===== config.mk =====
export PLATFORM = sky130hd
export DESIGN_NAME = pipeline_control_unit
export DESIGN_NICKNAME = d
export VERILOG_FILES = /design/src/rtl/pipeline_control_unit.sv
export SDC_FILE = /design/constraint.sdc
export NUM_CORES = 1
export LEC_CHECK = 0
export CAP_MARGIN = 10
export CORE_UTILIZATION = 46
export CTS_CLUSTER_DIAMETER = 120
export DETAILED_ROUTE_END_ITERATION = 7
export GPL_TIMING_DRIVEN = 0
export HOLD_SLACK_MARGIN = 0.12
export PLACE_DENSITY = 0.75
export SYNTH_ARGS = -nofsm -noshare
export SYNTH_HDL_FRONTEND = slang
export SYNTH_SLANG_ARGS = --single-unit

===== constraint.sdc =====
create_clock -name Clock -period 1.7 [get_ports Clock]
set_input_delay 0.34 -clock Clock [delete_from_list [all_inputs] [get_ports Clock]]
set_output_delay 0.34 -clock Clock [all_outputs]
set_load 0.02 [all_outputs]

===== src/rtl/pipeline_control_unit.sv =====
// rtl/pipeline_control_unit.sv - stall/flush/freeze sequencer for the 5-stage pipeline
module pipeline_control_unit #(
  parameter int ADDR_W       = 1,
  parameter int FLUSH_CYCLES = 2,
  parameter int STALL_CYCLES = 1,
  parameter int MEM_TIMEOUT  = 16,
  parameter int CNT_W        = 16
) (
  input  logic              Clock,
  input  logic              Reset,
  input  logic [ADDR_W-1:0] iIDSrc1,
  input  logic              iIDSrc1Valid,
  input  logic [ADDR_W-1:0] iIDSrc2,
  input  logic              iIDSrc2Valid,
  input  logic              iEXIsLoad,
  input  logic [ADDR_W-1:0] iEXDest,
  input  logic              iBranchTaken,
  input  logic              iMemReq,
  input  logic              iMemReady,
  output logic              oPCEnable,
  output logic              oPCSelBranch,
  output logic              oIFIDEnable,
  output logic              oIFIDFlush,
  output logic              oIDEXEnable,
  output logic              oIDEXFlush,
  output logic              oEXMEMEnable,
  output logic [1:0]        oState,
  output logic [CNT_W-1:0]  oStallCount,
  output logic              oMemTimeout
);

  typedef enum logic [1:0] {
    RUN    = 2'd0,
    LSTALL = 2'd1,
    FLUSH  = 2'd2
  } state_t;

  localparam logic [3:0] FLUSH_INIT  = 4'(FLUSH_CYCLES - 1);
  localparam logic [3:0] STALL_INIT  = 4'(STALL_CYCLES - 1);
  localparam logic [8:0] TIMEOUT_LIM = 9'(MEM_TIMEOUT);

  state_t     state, state_nx;
  logic [3:0] cnt, cnt_nx, cnt_dec;
  logic [7:0] wait_cnt;
  logic       hz, fz;
  logic       pc_en, pc_sel, ifid_en, ifid_fl, idex_en, idex_fl, exmem_en;

  assign hz = iEXIsLoad & ((iIDSrc1Valid & (iIDSrc1 == iEXDest)) |
                           (iIDSrc2Valid & (iIDSrc2 == iEXDest)));
  assign fz = iMemReq & ~iMemReady;
  assign cnt_dec = cnt - 4'd1;

  always_comb begin
    pc_en    = 1'b1;
    pc_sel   = 1'b0;
    ifid_en  = 1'b1;
    ifid_fl  = 1'b0;
    idex_en  = 1'b1;
    idex_fl  = 1'b0;
    exmem_en = 1'b1;
    state_nx = state;
    cnt_nx   = cnt;
    if (fz) begin
      // Freeze outranks everything; EX keeps its instruction so a branch re-presents later.
      pc_en    = 1'b0;
      ifid_en  = 1'b0;
      idex_en  = 1'b0;
      exmem_en = 1'b0;
    end else begin
      case (state)
        RUN, LSTALL: begin
          if (iBranchTaken) begin
            pc_sel   = 1'b1;
            ifid_fl  = 1'b1;
            idex_fl  = 1'b1;
            cnt_nx   = FLUSH_INIT;
            state_nx = (FLUSH_INIT == 4'd0) ? RUN : FLUSH;
          end else if (state == LSTALL || hz) begin
            pc_en   = 1'b0;
            ifid_en = 1'b0;
            idex_fl = 1'b1;
            if (state == RUN) begin
              cnt_nx   = STALL_INIT;
              state_nx = (STALL_INIT == 4'd0) ? RUN : LSTALL;
            end else begin
              cnt_nx = cnt_dec;
              if (cnt_dec == 4'd0) state_nx = RUN;
            end
          end
        end
        FLUSH: begin
          ifid_fl = 1'b1;
          cnt_nx  = cnt_dec;
          if (cnt_dec == 4'd0) state_nx = RUN;
        end
        default: begin
          state_nx = RUN;
          cnt_nx   = 4'd0;
        end
      endcase
    end
  end

  always_ff @(posedge Clock or negedge Reset) begin
    if (!Reset) begin
      state       <= RUN;
      cnt         <= 4'd0;
      wait_cnt    <= 8'd0;
      oStallCount <= '0;
      oMemTimeout <= 1'b0;
    end else begin
      state <= state_nx;
      cnt   <= cnt_nx;
      if (!pc_en && oStallCount != {CNT_W{1'b1}}) oStallCount <= oStallCount + 1'b1;
      if (fz) begin
        if (wait_cnt != 8'hFF) wait_cnt <= wait_cnt + 8'd1;
        if (({1'b0, wait_cnt} + 9'd1) >= TIMEOUT_LIM) oMemTimeout <= 1'b1;
      end else begin
        wait_cnt <= 8'd0;
      end
    end
  end

  // Everything is forced low while reset is held, independent of the state register.
  assign oPCEnable    = Reset & pc_en;
  assign oPCSelBranch = Reset & pc_sel;
  assign oIFIDEnable  = Reset & ifid_en;
  assign oIFIDFlush   = Reset & ifid_fl;
  assign oIDEXEnable  = Reset & idex_en;
  assign oIDEXFlush   = Reset & idex_fl;
  assign oEXMEMEnable = Reset & exmem_en;
  assign oState       = state;

endmodule


### Word-level counts from Yosys, hierarchy flattened

Cells that the tools add are included.

| storage, ports and cells | value |
|---|---|
| register bits | 31 |
| bits in latches | 0 |
| bits in writable memories | 0 |
| memory bits (read-only) | 0 |
| input bits | 11 |
| output and inout port bits | 26 |
| word-level logic and storage cells | 63 |
| memories | 0 |

| operators by class | value |
|---|---|
| add/subtract/negate cells | 4 |
| $mul | 0 |
| divide/modulo/power cells | 0 |
| $lt $le $gt $ge | 1 |
| equal/unequal tests | 8 |
| shift-type cells | 0 |
| muxes and demuxes | 25 |
| bitwise operators | 12 |
| reductions and logical operators | 8 |

Operators with widths:

| kind | count |
|---|---|
| 16-bit by 1-bit adder with 16-bit output, second input constant | 1 |
| 8-bit two-way mux | 2 |
| 16-bit != test, second input constant | 1 |
| 1-bit two-way mux | 13 |
| 4-bit two-way mux | 3 |
| 8-bit by 1-bit adder with 9-bit output, second input constant | 1 |
| 1-bit AND | 9 |
| 9-bit by 5-bit greater-or-equal comparator with 1-bit output, second input constant | 1 |
| 8-bit by 1-bit adder with 8-bit output, second input constant | 1 |
| 2-bit two-way mux | 4 |
| 8-bit != test, second input constant | 1 |
| 4-bit case mux with 2 select lines | 1 |
| 4-bit zero test | 1 |
| 2-bit case mux with 2 select lines | 1 |
| 2-bit AND reduction | 2 |
| 4-bit by 1-bit subtractor with 4-bit output, second input constant | 1 |
| 3-bit != test, second input constant | 1 |
| 1-bit equality test | 2 |
| 2-bit by 1-bit equality test with 1-bit output, second input constant | 1 |
| 2-bit equality test, second input constant | 1 |
| 2-bit zero test | 1 |
| 2-bit by 1-bit != test with 1-bit output, second input constant | 1 |
| 1-bit NOT | 2 |
| 1-bit case mux with 2 select lines | 1 |
| other kinds (5) | 5 |

### Longest topological paths before layout

| depth | value |
|---|---|
| word-level depth | 11 |
| depth in mapped cells | 7 |
| mapped depth without buffers | 7 |

### Least setup slack after synthesis

Ideal clock, no wire load.

| timing path | value |
|---|---|
| path kind | register to output |
| start point | reg state[1], in the netlist oState[1] |
| end point | out oPCEnable |
| data arrival time | 1.815 ns |
| required time | 1.360 ns |
| slack | -0.455 ns |
| cell stages (with the launch flop) | 8 |
| buffers on the path | 3 |
| path through | dfrtp_1 > buf_2 > nor2_2 > and2_1 > a41o_4 > buf_6 > nor2_1 > buf_4 |

| on the way | value |
|---|---|
| longest elaborated chain between the ends | 7 |
| elaborated cells on any way between the ends | 9 |
| classes of those cells | 1 x eq/ne; 4 x mux; 1 x bitwise; 3 x reduce/logical |

RTL lines:

| element | line | source |
|---|---|---|
| start: declaration | 42 | `state_t state, state_nx;` |
| start signal: assignment | 112 | `state <= state_nx;` |
| 2-bit by 1-bit equality test with 1-bit output | -- |  |
| 1-bit logical OR | 78 | `end else if (state == LSTALL \|\| hz) begin` |
| 1-bit two-way mux (2 in a row) | -- |  |
| 1-bit two-way mux (*) (2 in a row) | -- |  |
| 1-bit AND (*) | -- |  |
| end: declaration | 20 | `output logic oPCEnable,` |

Mark *: on every way between the ends. The rest lies on a longest branch, timed or not.

### Final worst setup path

| timing path | value |
|---|---|
| start point | reg state[0], in the netlist oState[0] |
| end point | out oPCEnable |

| on the way | value |
|---|---|
| longest elaborated chain between the ends | 7 |
| elaborated cells on any way between the ends | 9 |
| classes of those cells | 1 x eq/ne; 4 x mux; 1 x bitwise; 3 x reduce/logical |

RTL lines:

| element | line | source |
|---|---|---|
| 2-bit by 1-bit equality test with 1-bit output | 70, 78 |  |
| 1-bit logical OR | 78 |  |
| 1-bit two-way mux | 78 |  |
| 1-bit two-way mux | 72 | `if (iBranchTaken) begin` |
| 1-bit two-way mux (*) | 70 | `case (state)` |
| 1-bit two-way mux (*) | 63 | `if (fz) begin` |
| 1-bit AND (*) | 125 | `assign oPCEnable = Reset & pc_en;` |

Marked as above.

==> results.md <==
- Syn nets: about 200
- Initial antenna violation count: 0
- Fin Setup TNS: -0.430 ns
- Internal: 1.76 mW
- DRT met1 WL: 1.99 mm
- Setup ws final: -0.218 ns
- Leakage: ~1.3 nW
- Fmax: ~520 MHz
- Synth Flop Type: dfrtp_1
- CP required: about 1.4 ns
- Hold EP: oState[1]
- GP Congestion: 0.832
- Number of diodes: 0
- Die X: between 60 and 70 um
- Number of global-route vias before repair: around 1,700
- Area of the multi-input gates: 1150 um2
- NumNets Final: between 200 and 300
- Status: complete, but fails checks
- # setup viols final: 3
- Met3 routed WL: 225 um
- Clock buffer depth: 2
- Hold crit path type: input port to flip-flop
- R2R cell count: 5
- CP endpoint kind: primary output
- Post-layout minimum cycle time: roughly 1.9 ns
- Share of layout cells above drive strength 1: 0.362
- Overall Global Routing Usage: 0.246
- Final Hold Fails: 0
- Crit path kind: flip-flop to primary output
- Clk pwr share: 0.212
- Seq pwr share: 0.391
- 1st-iter DRT viols: between 100 and 150
- DRC: 0
- Psw: between 1 and 1.5 mW
- First-pass GRT wire length: a little over 8 mm
- FF+latch count, synth: 31
- WL met2: around 2.6 mm
- Port Buffer Count: 36
- Cell variety after synth: between 50 and 60
- Initial Util: 0.497
- Post-synth ARST share: 1.00
- Worst Path Max Fanout: 6
- Worst slew margin: 0.792
- Max-cap violations: 0
- Crit path arrival time: 1.58 ns
- PwrDens: 1050 nW/um2
- Cells after Synth: between 150 and 200
- RSZ-0062 raised after global routing: yes
- Logic pwr share: 0.398
- Drt pass-1 iters: 4
- Antenna Nets Post-Route: 0
- Later-pin clock latency in the skew report: 0.29 ns
- Peak VDD IR: 856 uV
- Hold path startpoint: iBranchTaken
- DRT Wirelength: about 4.9 mm
- Crit start category: flip-flop
- Clock skew: about 0.0063 ns
- Avg Cell Area, Syn: approximately 10 um2
- Fin. max-slew vios: 0
- Mean routed wirelength per cell: between 15 and 20 um
- FF-to-FF setup slack: 0.01 ns
- Filler instances: about 270
- Failing checks: negative setup slack
- Tcrit/Tclk final: 1.13
- Via count: about 1,700
- RR Endpoint: oStallCount[14]
- CP startpoint: oState[0]
- Finished Core Util: 0.715
- Core area: between 3000 and 4000 um2
- Largest net degree at the start of global routing: 32
- CTS tree: yes
- Top Metal Used: met4
- Die ar.: between 4000 and 5000 um2
- Register area: approximately 800 um2
- Ports: 37
- Synthesized area: between 1500 and 2000 um2
- Total clock sinks: 31
- Sw frac: 0.379
- Hold path cells: 3
- FP Rows: 22
- Drt via density: approximately 5.7
- CTS Buf Count: 5
- Clk root buf: clkbuf_8
- Sequential share of the synthesized area: 0.414
- R2R Path Start: oState[0]
- Post-DP HPWL: approximately 3 mm
- Overall die height: about 66 um
- GR Overflow Total: 0
- Worst-path clk slew: approximately 0.060 ns
- Area grow syn2layout: 43.9%
- Post-synth EDFFs: 0
- YS warnings: 0
- H-tree depth: 2
- Hold WS: around 0.42 ns
- Slew @ Worst Pin: a little over 0.3 ns
==> kinds of logic (layout without fill, tap and decap cells) <==
| group | count (synthesis) | in the layout | share of synthesized area |
|---|---|---|---|
| DFF | 31 | 31 | 0.414 |
| xor gates and xnor gates | 18 | 18 | 0.0841 |
| buffers and inverters | 15 | 80 | 0.0434 |
| adders and majority gates | 5 | 5 | 0.0334 |
| and+or+nand+nor | 62 | 62 | 0.196 |
| muxes | 4 | 4 | 0.0234 |
| AOI/OAI and AO/OA | 46 | 46 | 0.206 |
==> worst max-delay path: stages, from the launching register on <==
cell and delay (ns):
dfrtp_2 0.44, and2_4 0.17, a41o_4 0.26, buf_12 0.13, nor2_4 0.11, buf_6 0.10
buf_6 0.10
==> placed cells by master, fill, tap and decap left out, types with 3 or more instances in the layout <==
cell type / n
dfrtp_1: 24
buf_4: 22
xnor2_1: 14
dlygate4sd2_1: 13
nand2_1: 9
buf_2: 8
nor2_1: 8
o211ai_2: 8
o21ai_0: 7
a21oi_1: 7
dfrtp_2: 7
clkdlybuf4s50_1: 7
inv_1: 6
nand3_1: 6
and3_1: 6
clkbuf_8: 6
nor3_1: 5
nand2b_1: 4
o2111ai_2: 4
ha_1: 4
or3_1: 3
a31oi_1: 3
xor2_1: 3
mux2_4: 3
buf_6: 3
dlymetal6s2s_1: 3
==> registers in the layout (all words and copies together), names as in the netlist <==
signal	cells
wait_cnt	8
cnt	4
oState	2
oMemTimeout	1
oStallCount	16
==> synth_stat cells, types with 2 or more instances <==
cell | number | area share
a31oi_1 | 4 | 0.013
and3_1 | 6 | 0.020
nor3_1 | 5 | 0.013
buf_6 | 2 | 0.012
nand2b_1 | 5 | 0.017
xnor2_1 | 15 | 0.070
xor2_1 | 3 | 0.014
o2111ai_1 | 2 | 0.0093
nand3_1 | 7 | 0.019
o2111ai_2 | 2 | 0.016
and4_1 | 2 | 0.0093
clkbuf_1 | 3 | 0.0060
dfrtp_1 | 31 | 0.41
nor2_1 | 9 | 0.018
a21oi_1 | 7 | 0.019
nand4_1 | 2 | 0.0067
or3_1 | 3 | 0.010
nor2b_1 | 3 | 0.010
ha_1 | 5 | 0.033
buf_4 | 2 | 0.0080
buf_2 | 2 | 0.0053
o211ai_2 | 8 | 0.053
o21ai_0 | 7 | 0.019
nand2_1 | 10 | 0.020
mux2_2 | 3 | 0.018
a311oi_1 | 2 | 0.0093
inv_1 | 6 | 0.012
==> what timing repair did <==
action	in CTS	in global routing
setup endpoints to repair	41	34
hold buffers	2	0
hold endpoints to repair	31	0
gates resized for setup	79	16
pin swaps	10	12
buffers inserted	10	11
gates cloned	0	1
==> per-layer routing <==
layer	vias to the layer above	track usage
met3	12	0.0500
li1	793	-
met2	58	0.427
met1	825	0.302
met4	0	0.0815
met5	-	0
==> power groups by stage <==
stage,Combinational (mW),Sequential (mW),Clock (mW)
floorplan,0.566,1.17,0
global placement,0.970,1.09,0
detailed placement,1.02,1.10,0
CTS,1.05,1.10,0.617
global route,1.23,1.13,0.647
finish,1.13,1.11,0.601
==> worst max-delay path by stage <==
stage                  to  depth (start not counted)
6_report        oPCEnable                          6
5_1_grt         oPCEnable                          6
4_1_cts         oPCEnable                          8
3_5_place_dp    oPCEnable                          8
3_3_place_gp   oIFIDFlush                          4
2_1_floorplan   oPCEnable                          7
==> stage by stage <==
stage               instance area (um2)  power [mW]  std cells  worst slack, ns
floorplan                          1940        1.73        181           -0.114
global placement                   2360        2.06        265            -1.83
detailed placement                 2350        2.12        265            -1.12
CTS                                2570        2.77        284           -0.253
global route                       2700        3.01        294           -0.251
finish                             2700        2.84        294           -0.218
==> area by class of cell <==
class	instances	area share
well taps	48	0.0223
clock inverters	1	0.00186
clock buffers	7	0.0320
multi-input cells	135	0.427
plain buffers	7	0.0251
flip-flops and latches	31	0.291
inverters	6	0.00835
repair buffers	59	0.192
(Power assumes the default switching activity.)
